===== src/rtl/dmac_req_arbiter_if.sv =====
// Request/bus/engine/interrupt signal bundle for dmac_req_arbiter.
// master = arbiter side, slave = environment (peripherals, system arbiter, engine, CPU).
interface dmac_req_arbiter_if #(
  parameter int unsigned NUM_CH = 4
);
  localparam int unsigned CH_W = $clog2(NUM_CH);

  logic [NUM_CH-1:0] DmacReq;
  logic [NUM_CH-1:0] ReqAck;
  logic              Bus_Req;
  logic              Bus_Grant;
  logic [CH_W-1:0]   Ch_Id;
  logic              Ch_Start;
  logic              Ch_Pause;
  logic              Ch_Done;
  logic              Ch_Err;
  logic              Ch_Abort;
  logic              Busy;
  logic [NUM_CH-1:0] Irq_Status;
  logic [NUM_CH-1:0] Err_Status;
  logic [NUM_CH-1:0] Irq_Clr;
  logic              Interrupt;

  modport master (
    input  DmacReq, Bus_Grant, Ch_Done, Ch_Err, Irq_Clr,
    output ReqAck, Bus_Req, Ch_Id, Ch_Start, Ch_Pause, Ch_Abort, Busy,
           Irq_Status, Err_Status, Interrupt
  );

  modport slave (
    output DmacReq, Bus_Grant, Ch_Done, Ch_Err, Irq_Clr,
    input  ReqAck, Bus_Req, Ch_Id, Ch_Start, Ch_Pause, Ch_Abort, Busy,
           Irq_Status, Err_Status, Interrupt
  );
endinterface


===== src/rtl/dmac_req_arbiter.sv =====
// N-channel DMAC request front-end: request latching, fixed/RR arbitration, bus handshake,
// sticky done/error interrupts. Define DMAC_WATCHDOG_EN to add the ACTIVE-phase watchdog.
module dmac_req_arbiter #(
  parameter int unsigned NUM_CH    = 4,
  parameter int unsigned ARB_MODE  = 0,
  parameter int unsigned TIMEOUT_W = 10
) (
  input  logic                 clk,
  input  logic                 rst,
  dmac_req_arbiter_if.master   io_dmac
);
  localparam int unsigned CH_W = $clog2(NUM_CH);

  typedef enum logic [2:0] {S_IDLE, S_REQ_BUS, S_ACK, S_ACTIVE, S_RELEASE} state_t;

  state_t              r_state, w_state_nxt;
  logic [NUM_CH-1:0]   r_pend, w_pend_nxt, w_req, w_win_oh, w_act_oh, w_clr_oh;
  logic [2*NUM_CH-1:0] w_req2;
  logic [NUM_CH-1:0]   w_rot;
  logic [CH_W:0]       w_sum;
  logic [CH_W-1:0]     r_ch_id, r_ptr, w_win;
  logic                w_grant_win, w_abort;

  logic [NUM_CH-1:0]   r_req_ack, w_req_ack_nxt;
  logic [NUM_CH-1:0]   r_irq, r_err, w_irq_nxt, w_err_nxt, w_done_set, w_err_set;
  logic                r_bus_req, r_ch_start, r_busy, r_intr;
  logic                w_bus_req_nxt, w_ch_start_nxt, w_busy_nxt;

  assign w_req       = r_pend | io_dmac.DmacReq;
  assign w_win_oh    = NUM_CH'(1) << w_win;
  assign w_act_oh    = NUM_CH'(1) << r_ch_id;
  assign w_grant_win = (r_state == S_REQ_BUS) && io_dmac.Bus_Grant;

  // Winner select: highest index, or first pending at/above the pointer modulo NUM_CH
  always_comb begin
    w_win  = '0;
    w_rot  = '0;
    w_sum  = '0;
    w_req2 = {w_req, w_req};
    if (ARB_MODE == 0) begin
      for (int i = 0; i < NUM_CH; i++)
        if (w_req[i]) w_win = CH_W'(i);
    end else begin
      w_rot = NUM_CH'(w_req2 >> r_ptr);
      for (int k = NUM_CH - 1; k >= 0; k--)
        if (w_rot[k]) w_sum = (CH_W+1)'(r_ptr) + (CH_W+1)'(k);
      if (w_sum >= (CH_W+1)'(NUM_CH)) w_sum = w_sum - (CH_W+1)'(NUM_CH);
      w_win = w_sum[CH_W-1:0];
    end
  end

  always_ff @(posedge clk or negedge rst) begin
    if (!rst) r_state <= S_IDLE;
    else      r_state <= w_state_nxt;
  end

  always_comb begin
    w_state_nxt = r_state;
    unique case (r_state)
      S_IDLE:    if (|r_pend) w_state_nxt = S_REQ_BUS;
      S_REQ_BUS: if (io_dmac.Bus_Grant) w_state_nxt = S_ACK;
      S_ACK:     w_state_nxt = S_ACTIVE;
      S_ACTIVE:  if (io_dmac.Ch_Err || io_dmac.Ch_Done || w_abort) w_state_nxt = S_RELEASE;
      S_RELEASE: w_state_nxt = S_IDLE;
      default:   w_state_nxt = S_IDLE;
    endcase
  end

  // Next values of the registered outputs and status
  always_comb begin
    w_req_ack_nxt  = '0;
    w_ch_start_nxt = 1'b0;
    w_done_set     = '0;
    w_err_set      = '0;
    w_clr_oh       = '0;
    w_bus_req_nxt  = (w_state_nxt == S_REQ_BUS) || (w_state_nxt == S_ACK) ||
                     (w_state_nxt == S_ACTIVE);
    w_busy_nxt     = (w_state_nxt == S_ACTIVE);
    if (w_grant_win) begin
      w_req_ack_nxt  = w_win_oh;
      w_ch_start_nxt = 1'b1;
    end
    if (r_state == S_ACK) w_clr_oh = w_act_oh;
    if (r_state == S_ACTIVE) begin
      if (io_dmac.Ch_Err || w_abort) w_err_set  = w_act_oh;
      else if (io_dmac.Ch_Done)      w_done_set = w_act_oh;
    end
    w_pend_nxt = (r_pend & ~w_clr_oh) | io_dmac.DmacReq;
    w_irq_nxt  = w_done_set | (r_irq & ~io_dmac.Irq_Clr);
    w_err_nxt  = w_err_set  | (r_err & ~io_dmac.Irq_Clr);
  end

  always_ff @(posedge clk or negedge rst) begin
    if (!rst) begin
      r_pend     <= '0;
      r_ch_id    <= '0;
      r_ptr      <= '0;
      r_req_ack  <= '0;
      r_ch_start <= 1'b0;
      r_bus_req  <= 1'b0;
      r_busy     <= 1'b0;
      r_irq      <= '0;
      r_err      <= '0;
      r_intr     <= 1'b0;
    end else begin
      r_pend     <= w_pend_nxt;
      r_req_ack  <= w_req_ack_nxt;
      r_ch_start <= w_ch_start_nxt;
      r_bus_req  <= w_bus_req_nxt;
      r_busy     <= w_busy_nxt;
      r_irq      <= w_irq_nxt;
      r_err      <= w_err_nxt;
      r_intr     <= |(r_irq | r_err);
      if (w_grant_win) r_ch_id <= w_win;
      if ((ARB_MODE != 0) && (r_state == S_RELEASE))
        r_ptr <= (r_ch_id == CH_W'(NUM_CH - 1)) ? '0 : r_ch_id + 1'b1;
    end
  end

`ifdef DMAC_WATCHDOG_EN
  logic [TIMEOUT_W-1:0] r_wd_cnt;
  logic                 r_abort;

  assign w_abort = (r_state == S_ACTIVE) && (&r_wd_cnt) && !io_dmac.Ch_Done && !io_dmac.Ch_Err;

  // Counts granted ACTIVE cycles; restarts for every transfer
  always_ff @(posedge clk or negedge rst) begin
    if (!rst) begin
      r_wd_cnt <= '0;
      r_abort  <= 1'b0;
    end else begin
      r_abort <= w_abort;
      if (r_state == S_ACK)
        r_wd_cnt <= '0;
      else if ((r_state == S_ACTIVE) && io_dmac.Bus_Grant && !(&r_wd_cnt))
        r_wd_cnt <= r_wd_cnt + 1'b1;
    end
  end

  assign io_dmac.Ch_Abort = r_abort;
`else
  assign w_abort          = 1'b0;
  assign io_dmac.Ch_Abort = 1'b0;
`endif

  assign io_dmac.ReqAck     = r_req_ack;
  assign io_dmac.Bus_Req    = r_bus_req;
  assign io_dmac.Ch_Id      = r_ch_id;
  assign io_dmac.Ch_Start   = r_ch_start;
  assign io_dmac.Busy       = r_busy;
  assign io_dmac.Irq_Status = r_irq;
  assign io_dmac.Err_Status = r_err;
  assign io_dmac.Interrupt  = r_intr;
  // Pause must track the grant in the same cycle, so it is not registered
  assign io_dmac.Ch_Pause   = (r_state == S_ACTIVE) && !io_dmac.Bus_Grant;
endmodule


===== src/flat_wrapper.sv =====
// flat-port wrapper written by rule: the top's interface ports become plain ports
module dmac_req_arbiter_flat 
#(
  parameter int unsigned NUM_CH    = 4,
  parameter int unsigned ARB_MODE  = 0,
  parameter int unsigned TIMEOUT_W = 10
)
  (clk, rst, io_dmac_DmacReq, io_dmac_Bus_Grant, io_dmac_Ch_Done, io_dmac_Ch_Err, io_dmac_Irq_Clr, io_dmac_ReqAck, io_dmac_Bus_Req, io_dmac_Ch_Id, io_dmac_Ch_Start, io_dmac_Ch_Pause, io_dmac_Ch_Abort, io_dmac_Busy, io_dmac_Irq_Status, io_dmac_Err_Status, io_dmac_Interrupt);
  dmac_req_arbiter_if #(.NUM_CH(NUM_CH)) io_dmac_i ();
  input  logic clk;
  input  logic rst;
  input wire logic [$bits(io_dmac_i.DmacReq)-1:0] io_dmac_DmacReq;
  input wire logic [$bits(io_dmac_i.Bus_Grant)-1:0] io_dmac_Bus_Grant;
  input wire logic [$bits(io_dmac_i.Ch_Done)-1:0] io_dmac_Ch_Done;
  input wire logic [$bits(io_dmac_i.Ch_Err)-1:0] io_dmac_Ch_Err;
  input wire logic [$bits(io_dmac_i.Irq_Clr)-1:0] io_dmac_Irq_Clr;
  output wire logic [$bits(io_dmac_i.ReqAck)-1:0] io_dmac_ReqAck;
  output wire logic [$bits(io_dmac_i.Bus_Req)-1:0] io_dmac_Bus_Req;
  output wire logic [$bits(io_dmac_i.Ch_Id)-1:0] io_dmac_Ch_Id;
  output wire logic [$bits(io_dmac_i.Ch_Start)-1:0] io_dmac_Ch_Start;
  output wire logic [$bits(io_dmac_i.Ch_Pause)-1:0] io_dmac_Ch_Pause;
  output wire logic [$bits(io_dmac_i.Ch_Abort)-1:0] io_dmac_Ch_Abort;
  output wire logic [$bits(io_dmac_i.Busy)-1:0] io_dmac_Busy;
  output wire logic [$bits(io_dmac_i.Irq_Status)-1:0] io_dmac_Irq_Status;
  output wire logic [$bits(io_dmac_i.Err_Status)-1:0] io_dmac_Err_Status;
  output wire logic [$bits(io_dmac_i.Interrupt)-1:0] io_dmac_Interrupt;
  assign io_dmac_i.DmacReq = io_dmac_DmacReq;
  assign io_dmac_i.Bus_Grant = io_dmac_Bus_Grant;
  assign io_dmac_i.Ch_Done = io_dmac_Ch_Done;
  assign io_dmac_i.Ch_Err = io_dmac_Ch_Err;
  assign io_dmac_i.Irq_Clr = io_dmac_Irq_Clr;
  assign io_dmac_ReqAck = io_dmac_i.ReqAck;
  assign io_dmac_Bus_Req = io_dmac_i.Bus_Req;
  assign io_dmac_Ch_Id = io_dmac_i.Ch_Id;
  assign io_dmac_Ch_Start = io_dmac_i.Ch_Start;
  assign io_dmac_Ch_Pause = io_dmac_i.Ch_Pause;
  assign io_dmac_Ch_Abort = io_dmac_i.Ch_Abort;
  assign io_dmac_Busy = io_dmac_i.Busy;
  assign io_dmac_Irq_Status = io_dmac_i.Irq_Status;
  assign io_dmac_Err_Status = io_dmac_i.Err_Status;
  assign io_dmac_Interrupt = io_dmac_i.Interrupt;
  dmac_req_arbiter #(.NUM_CH(NUM_CH), .ARB_MODE(ARB_MODE), .TIMEOUT_W(TIMEOUT_W)) u_core (.clk(clk), .rst(rst), .io_dmac(io_dmac_i));
endmodule

===== config.mk =====
export PLATFORM = sky130hd
export DESIGN_NAME = dmac_req_arbiter_flat
export DESIGN_NICKNAME = d
export VERILOG_FILES = /design/src/rtl/dmac_req_arbiter_if.sv /design/src/rtl/dmac_req_arbiter.sv /design/src/flat_wrapper.sv
export SDC_FILE = /design/constraint.sdc
export NUM_CORES = 1
export LEC_CHECK = 0
export ABC_AREA = 1
export BUFFER_PORTS_ARGS = -buffer_cell sky130_fd_sc_hd__clkbuf_2
export CORE_MARGIN = 3
export CORE_UTILIZATION = 52
export DETAILED_ROUTE_END_ITERATION = 12
export PLACE_DENSITY = 0.81
export SKIP_LAST_GASP = 1
export SLEW_MARGIN = 20
export SYNTH_ARGS = -nofsm -noshare
export SYNTH_HDL_FRONTEND = slang
export SYNTH_SLANG_ARGS = --single-unit

===== constraint.sdc =====
create_clock -name clk -period 2.8 [get_ports clk]
set_clock_uncertainty 0.05 [all_clocks]
set_input_delay 0 -clock clk [delete_from_list [all_inputs] [get_ports clk]]
set_output_delay 0 -clock clk [all_outputs]
set_load 0.01 [all_outputs]

==> metrics.md <==
| Metric | Value |
|---|---|
| Status | `complete, no violations` |
| RSZ-0062 raised after global routing | `no` |
| Antenna Violating Nets Remaining | `0` |
| Hold Vio Cnt, Final | `0` |
| Combinational share of power | `between 30% and 40%` |
| Min-Delay Path Class | `input port to asynchronous set/reset pin` |
| Setup TNS | `0 ns` |
| Die Ht | `approximately 50 um` |
| CP max FO | `9` |
| Clk sinks | `25` |
| Starting Density | `between 50% and 60%` |
| PostCTS Resize Cnt | `0` |
| I/O Pins | `33` |
| First-pass GRT wire length | `approximately 3.9 mm` |
| Seq cells post-synth | `25` |
| DP Wirelength | `1.61 mm` |
| Maximum clock path buffer count | `2` |
| Post-route core utilization | `79.1%` |
| Mapped Nets | `between 100 and 150` |
| DIE WIDTH | `between 50 and 60 um` |
| Vias/cell | `a little under 5` |
| Finished Layout Cells | `between 200 and 250` |
| CP endpoint kind | `register` |
| Overall power | `~1.1 mW` |
| Reg2Reg Launch Point | `u_core.r_state[2]` |
| PD cells | `741 nW/um^2` |
| Clk pin slew, worst setup/hold paths | `0.13 ns` |
| CTS tree | `done` |
| Gpl congestion | `around 0.8` |
| Core ar. | `1820 um^2` |
| Cell Rows | `15` |
| Nets | `190` |
| Syn Area/Cell | `roughly 8.5 um^2` |
| Leakage | `~0.85 nW` |
| Worst vdd ir | `between 0.6 and 0.7 mV` |
| Crit path from | `u_core.r_state[2]` |
| Largest net degree at the start of global routing | `26` |
| Vias in the first global route | `slightly above 900` |
| Routed wl met2 | `1.15 mm` |
| Sequential cell area fraction in the yosys report | `approximately 60%` |
| Total Routing Usage GR | `about 20%` |
| Final wirelength | `approximately 2.3 mm` |
| CTS buffer count | `3` |
| Area growth, synth to finish | `35.4%` |
| P_int | `between 600 and 700 uW` |
| Slew Viols, Final | `0` |
| Worst Hold Slack | `0.148 ns` |
| Most common cell after layout, fill and taps aside | `nand2_1` |
| Synth cell types | `18` |
| First DRT Iteration DRCs | `29` |
| Syn Std Cell Area | `1060 um^2` |
| Max cap viols | `0` |
| Clock power share | `14.9%` |
| # DRC | `0` |
| First drt pass iteration count | `4` |
| Peak Freq | `a little over 600 MHz` |
| Sequential Power Share | `48.0%` |
| Met1 wire length | `1.01 mm` |
| Routed length on met3 | `151 um` |
| Setup bufs post-CTS | `0` |
| Switch share | `39.4%` |
| CTS H-Tree Depth | `1` |
| Top Layer Used | `met4` |
| CP Data Arrival Time | `between 1.5 and 2 ns` |
| Post-layout min period | `between 1.5 and 2 ns` |
| Psw | `between 400 and 500 uW` |
| Layout cells sized above 1 | `26.7%` |
| Reg2Reg Setup Slack | `1.20 ns` |
| Initial antenna violation count | `0` |
| # fillers | `135` |
| Input/output buffers | `31` |
| Worst skew pair latency | `around 0.32 ns` |
| Vias | `just under 1000` |
| Wirelength per Cell | `11.7 um` |
| Cells after Synth | `125` |
| Dpl cells | `180` |
| Die area | `approximately 2600 um^2` |
| Root Driver | `clkbuf_4` |
| Worst Tran Pin Value | `0.594 ns` |
| Critical Path RT | `just over 3 ns` |
| Startpoint types | `register` |
| Antenna fix cells | `0` |
| Synth warn | `0` |
| Grt total ovfl | `0` |
| Tcrit/Tclk final | `a little under three fifths` |
| Commonest cells after routing, fill and taps aside | `nand2_1, clkbuf_2, dfrtp_1` |
| Final-report setup violation count | `0` |
| Max_slew headroom | `60.4%` |
| Setup Crit Path Kind | `register to register` |
power by group through the flow:
stage                     registers (mW)  logic, mW  clock network (mW)
final                              0.513      0.395               0.159
after detailed placement           0.521      0.370                   0
after CTS                          0.513      0.394               0.163
after floorplan                    0.538      0.220                   0
after global routing               0.527      0.440               0.181
after global placement             0.516      0.356                   0
routing by layer:
| layer | global-route usage, % | vias up |
|---|---|---|
| met5 | 0 | - |
| met4 | 6.55 | 0 |
| met3 | 3.50 | 5 |
| met2 | 34.1 | 40 |
| met1 | 25.8 | 446 |
| li1 | - | 479 |
flip-flops by register name (all words and copies together) (netlist names):
register	count
u_core.io_dmac.Ch_Id	2
u_core.r_pend	4
u_core.io_dmac.Err_Status	4
u_core.io_dmac.Bus_Req	1
u_core.io_dmac.Busy	1
u_core.r_state	3
u_core.io_dmac.Irq_Status	4
u_core.io_dmac.Interrupt	1
u_core.io_dmac.Ch_Start	1
u_core.io_dmac.ReqAck	4
cell type report:
class	instances	area [um^2]	share of cell area, %
Sequential cell	25	626	43.4
Multi-Input combinational cell	79	354	24.6
Timing Repair Buffer	48	325	22.6
Inverter	20	76.3	5.30
Tap cell	25	31.3	2.17
Clock buffer	3	22.5	1.56
Clock inverter	1	5.00	0.348
through the flow:
step	setup WS, ns	cell area, um^2
after global routing	1.10	1440
after floorplan	1.81	1060
after CTS	1.22	1440
after global placement	1.77	1240
final	1.20	1440
after detailed placement	1.72	1240
final timing paths:
check | cells after the start | to
worst max-delay path | 6 | u_core.io_dmac.Irq_Status[1]
worst min-delay path | 2 | u_core.io_dmac.Err_Status[2]
worst max register to register | 6 | u_core.io_dmac.Irq_Status[1]
worst min register to register | 2 | u_core.io_dmac.Err_Status[1]
max in group asynchronous | 2 | u_core.r_pend[2]
min in group clk | 4 | u_core.r_pend[0]
critical path, cell delays in order, from the launching register on:
cell and delay [ns]:
dfrtp_1 0.41, inv_1 0.07, nand2_2 0.07, nor2_4 0.21, nand3_1 0.11, nand2_1 0.08, dlygate4sd3_1 0.55
cells in the mapped netlist (all sizes together):
library cell | count | area share [%]
a21oi | 3 | 1.4
buf | 1 | 0.71
clkinv | 1 | 0.47
conb | 1 | 0.35
dfrtp | 25 | 59
inv | 19 | 6.7
nand2 | 36 | 14
nand3 | 10 | 4.7
nand4 | 2 | 1.2
nor2 | 23 | 9.3
nor3 | 2 | 0.94
o21ai | 2 | 1.3
cell families after synthesis:
| family | Yosys count | share of synthesized area (%) |
|---|---|---|
| and+or+nand+nor | 73 | 30.2 |
| DFF | 25 | 58.8 |
| buffers and inverters | 21 | 7.88 |
| AOI/OAI and AO/OA | 5 | 2.71 |
| other | 1 | 0.353 |
repair_timing:
| action | in CTS | in global routing |
|---|---|---|
| endpoints found under the hold margin | 43 | 0 |
| hold buffers | 17 | 0 |
| endpoints found under the setup margin | 0 | 0 |
Note: power is estimated with default switching activity, not from simulation.
